<file path="src/rtl/obstacle_scheduler_if.sv">
// Bundle between the game FSM / renderer and the obstacle scheduler.
// The master side drives the game controls and reads the obstacle picture.
// The slave side is the scheduler.
interface obstacle_scheduler_if #(
  parameter int NUM_SLOTS = 4
);
  logic                     i_tick;
  logic                     i_run;
  logic                     i_clear;
  logic [NUM_SLOTS-1:0]     o_slot_valid;
  logic [10*NUM_SLOTS-1:0]  o_slot_xpos;
  logic [4:0]               o_velocity;
  logic                     o_spawn_pulse;
  logic [7:0]               o_retire_count;

  modport master (
    output i_tick, i_run, i_clear,
    input  o_slot_valid, o_slot_xpos, o_velocity, o_spawn_pulse, o_retire_count
  );

  modport slave (
    input  i_tick, i_run, i_clear,
    output o_slot_valid, o_slot_xpos, o_velocity, o_spawn_pulse, o_retire_count
  );
endinterface

</file>
<file path="src/rtl/obstacle_scheduler.sv">
// Obstacle scheduler for the dinosaur game.
// Owns NUM_SLOTS obstacle slots, scrolls them left once per game tick, retires
// them past DESPAWN_X, spawns new ones at SPAWN_X after an LFSR-randomised gap,
// and ramps the shared scroll velocity as obstacles are retired.
module obstacle_scheduler #(
  parameter int          NUM_SLOTS  = 4,
  parameter int          SPAWN_X    = 800,
  parameter int          DESPAWN_X  = 150,
  parameter int          MIN_GAP    = 20,
  parameter int          V_INIT     = 6,
  parameter int          V_MAX      = 15,
  parameter int          RAMP_EVERY = 8,
  parameter logic [15:0] LFSR_SEED  = 16'hACE1
) (
  input  logic                  clk,
  input  logic                  rst,
  obstacle_scheduler_if.slave   bus
);

  localparam int IDX_W = (NUM_SLOTS > 1) ? $clog2(NUM_SLOTS) : 1;

  typedef enum logic [1:0] {
    S_IDLE   = 2'd0,
    S_RUN    = 2'd1,
    S_FREEZE = 2'd2
  } state_t;

  state_t               r_state;
  state_t               w_stateNext;

  logic [NUM_SLOTS-1:0] r_valid;
  logic [9:0]           r_xpos [NUM_SLOTS];
  logic [4:0]           r_velocity;
  logic                 r_spawnPulse;
  logic [7:0]           r_retireCount;
  logic [7:0]           r_gap;
  logic [7:0]           r_rampCnt;
  logic [15:0]          r_lfsr;

  logic [NUM_SLOTS-1:0] w_validNext;
  logic [9:0]           w_xposNext [NUM_SLOTS];
  logic [4:0]           w_velocityNext;
  logic                 w_spawnPulseNext;
  logic [7:0]           w_retireCountNext;
  logic [7:0]           w_gapNext;
  logic [7:0]           w_rampCntNext;
  logic [15:0]          w_lfsrNext;

  logic                 w_tickRun;
  logic [3:0]           w_nRetire;
  logic [7:0]           w_rampSum;
  logic                 w_freeFound;
  logic [IDX_W-1:0]     w_freeIdx;

  // A tick only does work while running, and a clear on the same cycle drops it.
  assign w_tickRun = (r_state == S_RUN) && bus.i_tick && !bus.i_clear;

  // Galois LFSR, taps 16/14/13/11; free-running so spawn gaps vary between games.
  assign w_lfsrNext = {1'b0, r_lfsr[15:1]} ^ (r_lfsr[0] ? 16'hB400 : 16'h0000);

  // LFSR register: only the hard reset reseeds it, clear leaves it running.
  always_ff @(posedge clk or posedge rst) begin
    if (rst) begin
      r_lfsr <= LFSR_SEED;
    end else begin
      r_lfsr <= w_lfsrNext;
    end
  end

  // Game state register.
  always_ff @(posedge clk or posedge rst) begin
    if (rst) begin
      r_state <= S_IDLE;
    end else begin
      r_state <= w_stateNext;
    end
  end

  // Game state transitions; clear wins over everything and returns to IDLE.
  always_comb begin
    w_stateNext = r_state;
    if (bus.i_clear) begin
      w_stateNext = S_IDLE;
    end else begin
      case (r_state)
        S_IDLE:   if (bus.i_run)  w_stateNext = S_RUN;
        S_RUN:    if (!bus.i_run) w_stateNext = S_FREEZE;
        S_FREEZE: if (bus.i_run)  w_stateNext = S_RUN;
        default:  w_stateNext = S_IDLE;
      endcase
    end
  end

  // Per-tick slot movement, retirement, velocity ramp and spawning.
  always_comb begin
    w_validNext       = r_valid;
    w_xposNext        = r_xpos;
    w_velocityNext    = r_velocity;
    w_spawnPulseNext  = 1'b0;
    w_retireCountNext = r_retireCount;
    w_gapNext         = r_gap;
    w_rampCntNext     = r_rampCnt;
    w_nRetire         = 4'd0;
    w_rampSum         = 8'd0;
    w_freeFound       = 1'b0;
    w_freeIdx         = '0;

    // Lowest-index slot that is empty at tick start; a slot retiring on this
    // same tick is still valid here and therefore not reused until next tick.
    for (int i = NUM_SLOTS - 1; i >= 0; i--) begin
      if (!r_valid[i]) begin
        w_freeFound = 1'b1;
        w_freeIdx   = IDX_W'(i);
      end
    end

    if (bus.i_clear) begin
      w_validNext       = '0;
      w_xposNext        = '{default: '0};
      w_velocityNext    = 5'(V_INIT);
      w_retireCountNext = 8'd0;
      w_gapNext         = 8'(MIN_GAP);
      w_rampCntNext     = 8'd0;
    end else if (w_tickRun) begin
      for (int i = 0; i < NUM_SLOTS; i++) begin
        if (r_valid[i]) begin
          if (r_xpos[i] <= 10'(DESPAWN_X)) begin
            w_validNext[i] = 1'b0;
            w_nRetire      = w_nRetire + 4'd1;
          end else begin
            w_xposNext[i] = r_xpos[i] - {5'd0, r_velocity};
          end
        end
      end

      w_retireCountNext = r_retireCount + {4'd0, w_nRetire};
      w_rampSum         = r_rampCnt + {4'd0, w_nRetire};
      if (w_nRetire != 4'd0) begin
        if (w_rampSum >= 8'(RAMP_EVERY)) begin
          w_rampCntNext  = 8'd0;
          w_velocityNext = (r_velocity == 5'(V_MAX)) ? 5'(V_INIT) : r_velocity + 5'd1;
        end else begin
          w_rampCntNext = w_rampSum;
        end
      end

      // With the gap expired and no free slot the spawn stays pending at gap 0.
      if (r_gap != 8'd0) begin
        w_gapNext = r_gap - 8'd1;
      end else if (w_freeFound) begin
        w_validNext[w_freeIdx] = 1'b1;
        w_xposNext[w_freeIdx]  = 10'(SPAWN_X);
        w_spawnPulseNext       = 1'b1;
        w_gapNext              = 8'(MIN_GAP) + {3'd0, r_lfsr[4:0]};
      end
    end
  end

  // Datapath registers; IDLE and FREEZE simply hold them.
  always_ff @(posedge clk or posedge rst) begin
    if (rst) begin
      r_valid       <= '0;
      r_xpos        <= '{default: '0};
      r_velocity    <= 5'(V_INIT);
      r_spawnPulse  <= 1'b0;
      r_retireCount <= 8'd0;
      r_gap         <= 8'(MIN_GAP);
      r_rampCnt     <= 8'd0;
    end else begin
      r_valid       <= w_validNext;
      r_xpos        <= w_xposNext;
      r_velocity    <= w_velocityNext;
      r_spawnPulse  <= w_spawnPulseNext;
      r_retireCount <= w_retireCountNext;
      r_gap         <= w_gapNext;
      r_rampCnt     <= w_rampCntNext;
    end
  end

  assign bus.o_slot_valid   = r_valid;
  assign bus.o_velocity     = r_velocity;
  assign bus.o_spawn_pulse  = r_spawnPulse;
  assign bus.o_retire_count = r_retireCount;

  for (genvar g = 0; g < NUM_SLOTS; g++) begin : g_xposPack
    assign bus.o_slot_xpos[10*g +: 10] = r_xpos[g];
  end

endmodule
</file>
<file path="src/flat_wrapper.sv">
// flat-port wrapper written by rule: the top's interface ports become plain ports
module obstacle_scheduler_flat 
#(
  parameter int          NUM_SLOTS  = 4,
  parameter int          SPAWN_X    = 800,
  parameter int          DESPAWN_X  = 150,
  parameter int          MIN_GAP    = 20,
  parameter int          V_INIT     = 6,
  parameter int          V_MAX      = 15,
  parameter int          RAMP_EVERY = 8,
  parameter logic [15:0] LFSR_SEED  = 16'hACE1
)
  (clk, rst, bus_i_tick, bus_i_run, bus_i_clear, bus_o_slot_valid, bus_o_slot_xpos, bus_o_velocity, bus_o_spawn_pulse, bus_o_retire_count);
  obstacle_scheduler_if #(.NUM_SLOTS(NUM_SLOTS)) bus_i ();
  input  logic clk;
  input  logic rst;
  input wire logic [$bits(bus_i.i_tick)-1:0] bus_i_tick;
  input wire logic [$bits(bus_i.i_run)-1:0] bus_i_run;
  input wire logic [$bits(bus_i.i_clear)-1:0] bus_i_clear;
  output wire logic [$bits(bus_i.o_slot_valid)-1:0] bus_o_slot_valid;
  output wire logic [$bits(bus_i.o_slot_xpos)-1:0] bus_o_slot_xpos;
  output wire logic [$bits(bus_i.o_velocity)-1:0] bus_o_velocity;
  output wire logic [$bits(bus_i.o_spawn_pulse)-1:0] bus_o_spawn_pulse;
  output wire logic [$bits(bus_i.o_retire_count)-1:0] bus_o_retire_count;
  assign bus_i.i_tick = bus_i_tick;
  assign bus_i.i_run = bus_i_run;
  assign bus_i.i_clear = bus_i_clear;
  assign bus_o_slot_valid = bus_i.o_slot_valid;
  assign bus_o_slot_xpos = bus_i.o_slot_xpos;
  assign bus_o_velocity = bus_i.o_velocity;
  assign bus_o_spawn_pulse = bus_i.o_spawn_pulse;
  assign bus_o_retire_count = bus_i.o_retire_count;
  obstacle_scheduler #(.NUM_SLOTS(NUM_SLOTS), .SPAWN_X(SPAWN_X), .DESPAWN_X(DESPAWN_X), .MIN_GAP(MIN_GAP), .V_INIT(V_INIT), .V_MAX(V_MAX), .RAMP_EVERY(RAMP_EVERY), .LFSR_SEED(LFSR_SEED)) u_core (.clk(clk), .rst(rst), .bus(bus_i));
endmodule
</file>
<file path="config.mk">
export PLATFORM = sky130hd
export DESIGN_NAME = obstacle_scheduler_flat
export DESIGN_NICKNAME = d
export VERILOG_FILES = /design/src/rtl/obstacle_scheduler_if.sv /design/src/rtl/obstacle_scheduler.sv /design/src/flat_wrapper.sv
export SDC_FILE = /design/constraint.sdc
export NUM_CORES = 1
export LEC_CHECK = 0
export BUFFER_PORTS_ARGS = -buffer_cell sky130_fd_sc_hd__clkbuf_2
export CAP_MARGIN = 20
export CORE_MARGIN = 4
export CORE_UTILIZATION = 40
export CTS_CLUSTER_DIAMETER = 60
export DETAILED_ROUTE_END_ITERATION = 8
export GPL_TIMING_DRIVEN = 1
export PLACE_DENSITY = 0.72
export SLEW_MARGIN = 5
export SYNTH_ARGS = -nofsm -noshare
export SYNTH_HDL_FRONTEND = slang
export SYNTH_SLANG_ARGS = --single-unit
</file>
<file path="constraint.sdc">
create_clock -name clk -period 4.6 [get_ports clk]
set_input_delay 0.92 -clock clk [delete_from_list [all_inputs] [get_ports clk]]
set_output_delay 0.92 -clock clk [all_outputs]
set_load 0.02 [all_outputs]
</file>
==> flow_summary.yaml, run 1 <==
floorplan:
  dieArea_um2: 15600
  ios: 63
  core-area_um2: 13300
  placementRows: 42
  initial_core_util_pct: 41.1
  die-height_um: 125
  chipWidth_um: 125
worst_setup_path:
  crit_fanout: 3
  cp_slowest_cell: "dfrtp_2"
  crit_path_start: "u_core.bus.o_slot_xpos[12]"
  crit_arrival_ps: 4640
  cp_top_family: "compound AO/OA/AOI/OAI gates"
  worstSetupPathType: "flip-flop to flip-flop"
  rr_startpoint: "u_core.bus.o_slot_xpos[12]"
  end_kind: "flip-flop"
  path_depth: 21
  r2r_cells: 21
  cp-start-kind: "flip-flop"
  cpMostUsedCell: "ha_1"
  critPathBufInv: 2
  slowest_delay_ps: 400
  required_ps: 4840
  path_cells: "a31o_2 -> a211o_1 -> a211o_1 -> inv_1 -> ha_1 -> nand2_2 -> o21ai_4 -> ha_1 -> nand4_1 -> nand2_1 -> ha_1 -> nand2b_4 -> and2_4 -> ha_1 -> a21o_1 -> a21oi_1 -> mux2i_1 -> o211ai_1 -> inv_2 -> a211oi_4 -> mux2_4"
  rrSetupSlack_ps: 200
route:
  wl_met2_um: 6760
  drc: 0
  routed_wl_um: 14100
  met3_length_um: 700
  drt-met1-wl_um: 6320
  routed.top_layer: "met4"
  ant_nets: 0
  viasPerCell: 5.65
  drtIter0Drc: 491
  vias: 4741
  first_pass_iters: 5
  avgRoutedWirePerCell_um: 16.8
finish:
  final_util_pct: 48.2
  fillers: 1209
  drive_above_1_share_pct: 20.8
  syn_to_final_growth_pct: 17.1
  layout.nets: 704
  antennaDiodeCount: 0
  post-route-cell-area_um2: 6400
synth:
  synth.distinct_cells: 66
  synthMuxAreaShare_pct: 1.53
  yosys.area_share.simple_pct: 19.8
  avgSynthCellArea_um2: 9.38
  synth_top_family_by_area: "simple AND/OR/NAND/NOR gates"
  ys_warn_count: 0
  synth_edf_count: 0
  synth_fa_ha_area_share_pct: 10.2
  synth-xor-area-share_pct: 3.66
  synth-async-reset-ratio_pct: 100
  seq_area_frac_synth_pct: 42.4
  synth_compound_area_share_pct: 18.2
  syn_area_um2: 5470
  ys.flop_type: "dfrtp_1"
  synth_nets: 629
  synth_seq_cells: 92
  synthCells: 583
global_route:
  grt_pass1_vias: 4672
  grt_max_degree: 56
  grt.overflow.total: 0
  antenna_found_initial: 0
  grt_use_total_pct: 18.4
  grt_first_pass_wirelength_um: 23200
worst_hold_path:
  holdPathStages: 0
  holdCritPathClass: "flip-flop to flip-flop"
  hp-start: "u_core.r_lfsr[9]"
timing:
  slew_viol_final: 0
  fin_crit_ps: 4400
  finalCritPeriodShare_pct: 95.7
  setup_viol: 0
  worst_pin_slew_ps: 741
  fmax_mhz: 227
  slew_headroom_pct: 50.2
  fin_worst_skew_ps: 6.99
  final_hold_viol_count: 0
placement:
  place_area_um2: 6040
  gp_congestion: 0.852
  numPortBuffers: 62
  hpwl_um: 10200
pwr:
  peakVddDrop_mv: 0.149
  power.density_nw_per_um2: 302
  power.leakage_uw: 0.00306
clock_network:
  hold_buffers: 0
  clk_pin_slew_ps: 70
  clock_latency_ps: 360
  ctsLongestPathBuffers: 2
  cts_tree: "yes"
  cts_made_buffers: 9
  cts_max_level: 3
  cts_sinks: 92
  root_buffer: "clkbuf_16"
run:
  drv_cap: 0
status:
  status: "finished, final reports clean"
[synth_stat cells (3+ instances only)]
cell type,count,area [um2]
dfrtp_1,80,2000
nand2_1,60,225
nor2_1,48,180
a21oi_1,39,195
o21ai_0,39,195
inv_1,38,143
ha_1,35,438
nor3_1,26,130
nand3_1,18,90.1
clkbuf_1,13,48.8
dfstp_2,12,315
xnor2_1,12,105
a21o_1,9,67.6
a22o_1,9,78.8
xor2_1,9,78.8
nand2b_1,8,50.1
nor2b_1,7,43.8
or3_1,7,43.8
and3_1,6,37.5
fa_1,6,120
nor3b_1,6,45.0
nand4_1,5,31.3
nand4b_1,5,43.8
o31ai_1,5,37.5
a211oi_1,4,30.0
a21boi_0,4,30.0
a31oi_1,4,25.0
mux2i_1,4,40.0
nand3b_1,4,30.0
o41ai_1,4,35.0
a211o_1,3,26.3
a311oi_1,3,26.3
a32oi_1,3,26.3
and2_1,3,18.8
o211ai_1,3,22.5
o22ai_1,3,18.8
[registers in the layout, summed over array words and instances, names as in the netlist]
| register | flops |
|---|---|
| u_core.bus.o_slot_valid | 4 |
| u_core.r_rampCnt | 8 |
| u_core.bus.o_slot_xpos | 40 |
| u_core.bus.o_velocity | 5 |
| u_core.bus.o_retire_count | 8 |
| u_core.r_state | 2 |
| u_core.r_lfsr | 16 |
| u_core.r_gap | 8 |
| u_core.bus.o_spawn_pulse | 1 |
[final timing paths]
kind	endpoint
worst max register to register	u_core.bus.o_velocity[0]
worst min register to register	u_core.r_lfsr[8]
worst min-delay path	u_core.r_lfsr[8]
worst max-delay path	u_core.bus.o_velocity[0]
max in group asynchronous	u_core.r_lfsr[6]
min in group asynchronous	u_core.bus.o_slot_xpos[34]
[cell usage in the layout, fill, tap and decap left out, types with 11 or more instances in the layout]
master,instances
a21oi_1,39
buf_4,17
clkbuf_2,62
dfrtp_1,77
dfstp_2,12
ha_1,35
inv_1,36
nand2_1,59
nand3_1,18
nor2_1,47
nor3_1,26
o21ai_0,38
xnor2_1,11
[worst reg2reg max path, cell delays in order (launching register included)]
cell      delay (ps)
dfrtp_2          400
a31o_2           240
a211o_1          300
a211o_1          280
inv_1             70
ha_1             230
nand2_2           90
o21ai_4           80
ha_1             300
nand4_1          110
nand2_1           70
ha_1             270
nand2b_4         150
and2_4           160
ha_1             280
a21o_1           190
a21oi_1          220
mux2i_1          210
o211ai_1         140
inv_2            150
a211oi_4          50
mux2_4           310
[cells by family after synthesis]
| logic type | Yosys count |
|---|---|
| and+or+nand+nor | 215 |
| AOI/OAI and AO/OA | 150 |
| DFF | 92 |
| buffers and inverters | 56 |
| adders and majority gates | 41 |
| xor gates and xnor gates | 22 |
| muxes | 7 |
[routing by layer]
layer,track usage (%),vias to the layer above
li1,-,2247
met1,24.2,2313
met2,29.5,156
met3,4.22,25
met4,7.65,0
met5,0,-
[stage by stage]
stage / total power (uW) / hold WS [ps] / std cells / TNS, ps / setup WS, ps
after floorplan: 1080 / 331 / 583 / 0 / 17.2
final: 1930 / 350 / 839 / 0 / 196
after CTS: 1950 / 355 / 836 / 0 / 12.6
after global routing: 2020 / 363 / 839 / -5.24 / -5.24
after global placement: 1150 / 337 / 819 / 0 / 59.3
after detailed placement: 1170 / 340 / 819 / -54.3 / -54.3
[area by class of cell]
class                   count  area [um2]  share of cell area (%)
clock inverters             6        63.8                   0.996
clock buffers              10         239                    3.73
inverters                  39         148                    2.31
repair buffers             81         463                    7.23
well taps                 176         220                    3.44
multi-input cells         435        2950                    46.1
flip-flops and latches     92        2320                    36.2
[timing repair]
| item | 4_1_cts | 5_1_grt |
|---|---|---|
| pin swaps | 1 | 3 |
| resized for setup | 2 | 5 |
| setup buffers | 1 | 1 |
| endpoints found under the setup margin | 1 | 5 |
[power breakdown]
group | internal (uW) | total [uW] | switching (uW) | leakage (uW)
combinational | 112 | 305 | 193 | 0.00168
clock | 435 | 769 | 334 | 0.000144
sequential | 827 | 857 | 30.4 | 0.00123
total | 1370 | 1930 | 558 | 0.00306
Power figures use the tool's default switching activity.
==> inputs of run 2 (changes only) <==
--- a/config.mk
+++ b/config.mk
@@ -8,11 +8,11 @@
 export BUFFER_PORTS_ARGS = -buffer_cell sky130_fd_sc_hd__clkbuf_2
 export CAP_MARGIN = 20
 export CORE_MARGIN = 4
-export CORE_UTILIZATION = 40
+export CORE_UTILIZATION = 30
 export CTS_CLUSTER_DIAMETER = 60
 export DETAILED_ROUTE_END_ITERATION = 8
 export GPL_TIMING_DRIVEN = 1
-export PLACE_DENSITY = 0.72
+export PLACE_DENSITY = 0.6
 export SLEW_MARGIN = 5
 export SYNTH_ARGS = -nofsm -noshare
 export SYNTH_HDL_FRONTEND = slang
==> flow_summary.yaml, run 2 (synthesis gave the netlist of run 1 again) <==
pwr:
  seqPwrFrac_pct: 45.2
  power.leakage_uw: 0.00307
  pwr-share-comb_pct: 15.8
  clkPwrFrac_pct: 38.9
  power.density_nw_per_um2: 292
  switching_share_pct: 28.3
  peakVddDrop_mv: 0.150
  p_int_uw: 1360
  switchingPower_uw: 536
timing:
  slew_headroom_pct: 43.3
  setup_tns_ps: 0
  fin_crit_ps: 4320
  slew_viol_final: 0
  fin_worst_skew_ps: 10.5
  fmax_mhz: 231
  finalCritPeriodShare_pct: 93.9
  worst_pin_slew_ps: 851
  setup_viol: 0
  final_hold_viol_count: 0
  rsz0062_at_grt: "no"
placement:
  numPortBuffers: 62
  gp_congestion: 0.882
  hpwl_um: 10100
run:
  drv_cap: 0
worst_setup_path:
  r2r_cells: 21
  cp-start-kind: "flip-flop"
  rrSetupSlack_ps: 280
  crit_path_start: "u_core.bus.o_slot_xpos[12]"
  worstSetupPathType: "flip-flop to flip-flop"
  rr_startpoint: "u_core.bus.o_slot_xpos[12]"
  endpoint: "u_core.bus.o_velocity[0]"
  end_kind: "flip-flop"
  rr_endpoint: "u_core.bus.o_velocity[0]"
  required_ps: 4840
  crit_fanout: 4
  crit_arrival_ps: 4560
route:
  first_pass_iters: 5
  avgRoutedWirePerCell_um: 15.7
  drtIter0Drc: 275
  routed_wl_um: 14100
  ant_nets: 0
  drc: 0
  vias: 4568
  viasPerCell: 5.11
finish:
  layout.nets: 706
  final_cell_mix: "dfrtp_1, clkbuf_2, nand2_1"
  final_util_pct: 36.1
  syn_to_final_growth_pct: 18.7
  antennaDiodeCount: 0
  final_common_cell: "dfrtp_1"
  largest_reg_flops: 40
  drive_above_1_share_pct: 21.1
floorplan:
  chipWidth_um: 143
  die-height_um: 143
  dieArea_um2: 20500
  placementRows: 49
  core-area_um2: 18000
  initial_core_util_pct: 30.4
  ios: 63
global_route:
  grt_pass1_vias: 4421
  grt_max_degree: 69
  grt_use_total_pct: 14.4
  grt_first_pass_wirelength_um: 23200
  grt.overflow.total: 0
  antenna_found_initial: 0
clock_network:
  root_buffer: "clkbuf_16"
  clock_latency_ps: 350
  ctsLongestPathBuffers: 2
  clk_pin_slew_ps: 70
  cts_tree: "yes"
  cts_made_buffers: 9
  cts_sinks: 92
  cts_max_level: 3
worst_hold_path:
  hp-start: "u_core.r_lfsr[7]"
  holdCritPathClass: "flip-flop to flip-flop"
status:
  status: "finished, final reports clean"
-- run 2: cell count changes in the layout (fill, tap and decap cells not counted) --
cell | before | now
nor2_2 | 1 | 0
buf_12 | 1 | 0
clkbuf_1 | 0 | 2
nand2b_1 | 7 | 6
buf_4 | 17 | 21
ha_1 | 35 | 33
buf_2 | 1 | 0
clkbuf_8 | 1 | 0
ha_4 | 0 | 2
nor2_1 | 47 | 48
inv_4 | 0 | 1
nand2b_4 | 1 | 2
clkinvlp_4 | 2 | 0
-- run 2: worst min-delay path by stage --
stage / cells past startpoint / slack [ps] / endpoint
floorplan: 0 / 330 / u_core.r_lfsr[8]
global placement: 0 / 340 / u_core.r_lfsr[11]
detailed placement: 0 / 340 / u_core.r_lfsr[7]
CTS: 0 / 350 / u_core.r_lfsr[6]
global route: 0 / 360 / u_core.r_lfsr[6]
finish: 0 / 350 / u_core.r_lfsr[6]
-- run 2: timing repair --
| item | CTS | global route |
|---|---|---|
| hold buffers | 0 | 0 |
| buffers inserted | 2 | 1 |
| endpoints found under the setup margin | 1 | 5 |
| resized for setup | 3 | 6 |
| pin swaps | 1 | 5 |
-- run 2: layout make-up --
type / instances / area (um2)
Clock buffer: 11 / 233
Fill cell: 1844 / 11500
Tap cell: 229 / 287
Clock inverter: 5 / 53.8
Multi-Input combinational cell: 435 / 2980
Timing Repair Buffer: 83 / 468
Inverter: 39 / 149
Sequential cell: 92 / 2320
-- run 2: critical path: stages, from the launching register on --
cell	delay [ps]
dfrtp_2	400
a31o_2	240
a211o_1	300
a211o_1	280
inv_1	60
ha_1	220
nand2_2	90
o21ai_4	80
ha_4	280
nand4_1	120
nand2_1	100
ha_1	190
nand2_1	90
xnor2_2	250
ha_4	260
nor2b_1	130
o21ai_0	140
a21oi_1	90
o211ai_1	230
inv_2	100
a211oi_4	220
mux2_4	320
-- run 2: metrics by stage --
step                      power (uW)  setup WS, ps  hold WS [ps]  cell area [um2]  cells
after floorplan                 1080          17.2           331             5480    583
after global placement          1170          18.6           336             6130    875
after detailed placement        1180         -94.0           338             6130    875
after CTS                       1920          22.4           351             6430    893
after global routing            2000          38.6           359             6490    894
final                           1890           279           347             6490    894
-- run 2: per-layer routing --
layer  up-vias  track usage (%)  part of all wire, %
met4         0             5.25                  1.6
met2        94             23.1                   47
li1       2242                -                    -
met3        11             2.11                  3.5
met1      2221             19.7                   48
met5         -                0                    0
-- run 2: power by group through the flow --
stage	Combinational [uW]	Clock [uW]	Sequential, uW
after floorplan	204	0	875
after detailed placement	304	0	871
after global routing	350	794	859
final	300	737	856
after global placement	298	0	874
after CTS	307	754	856
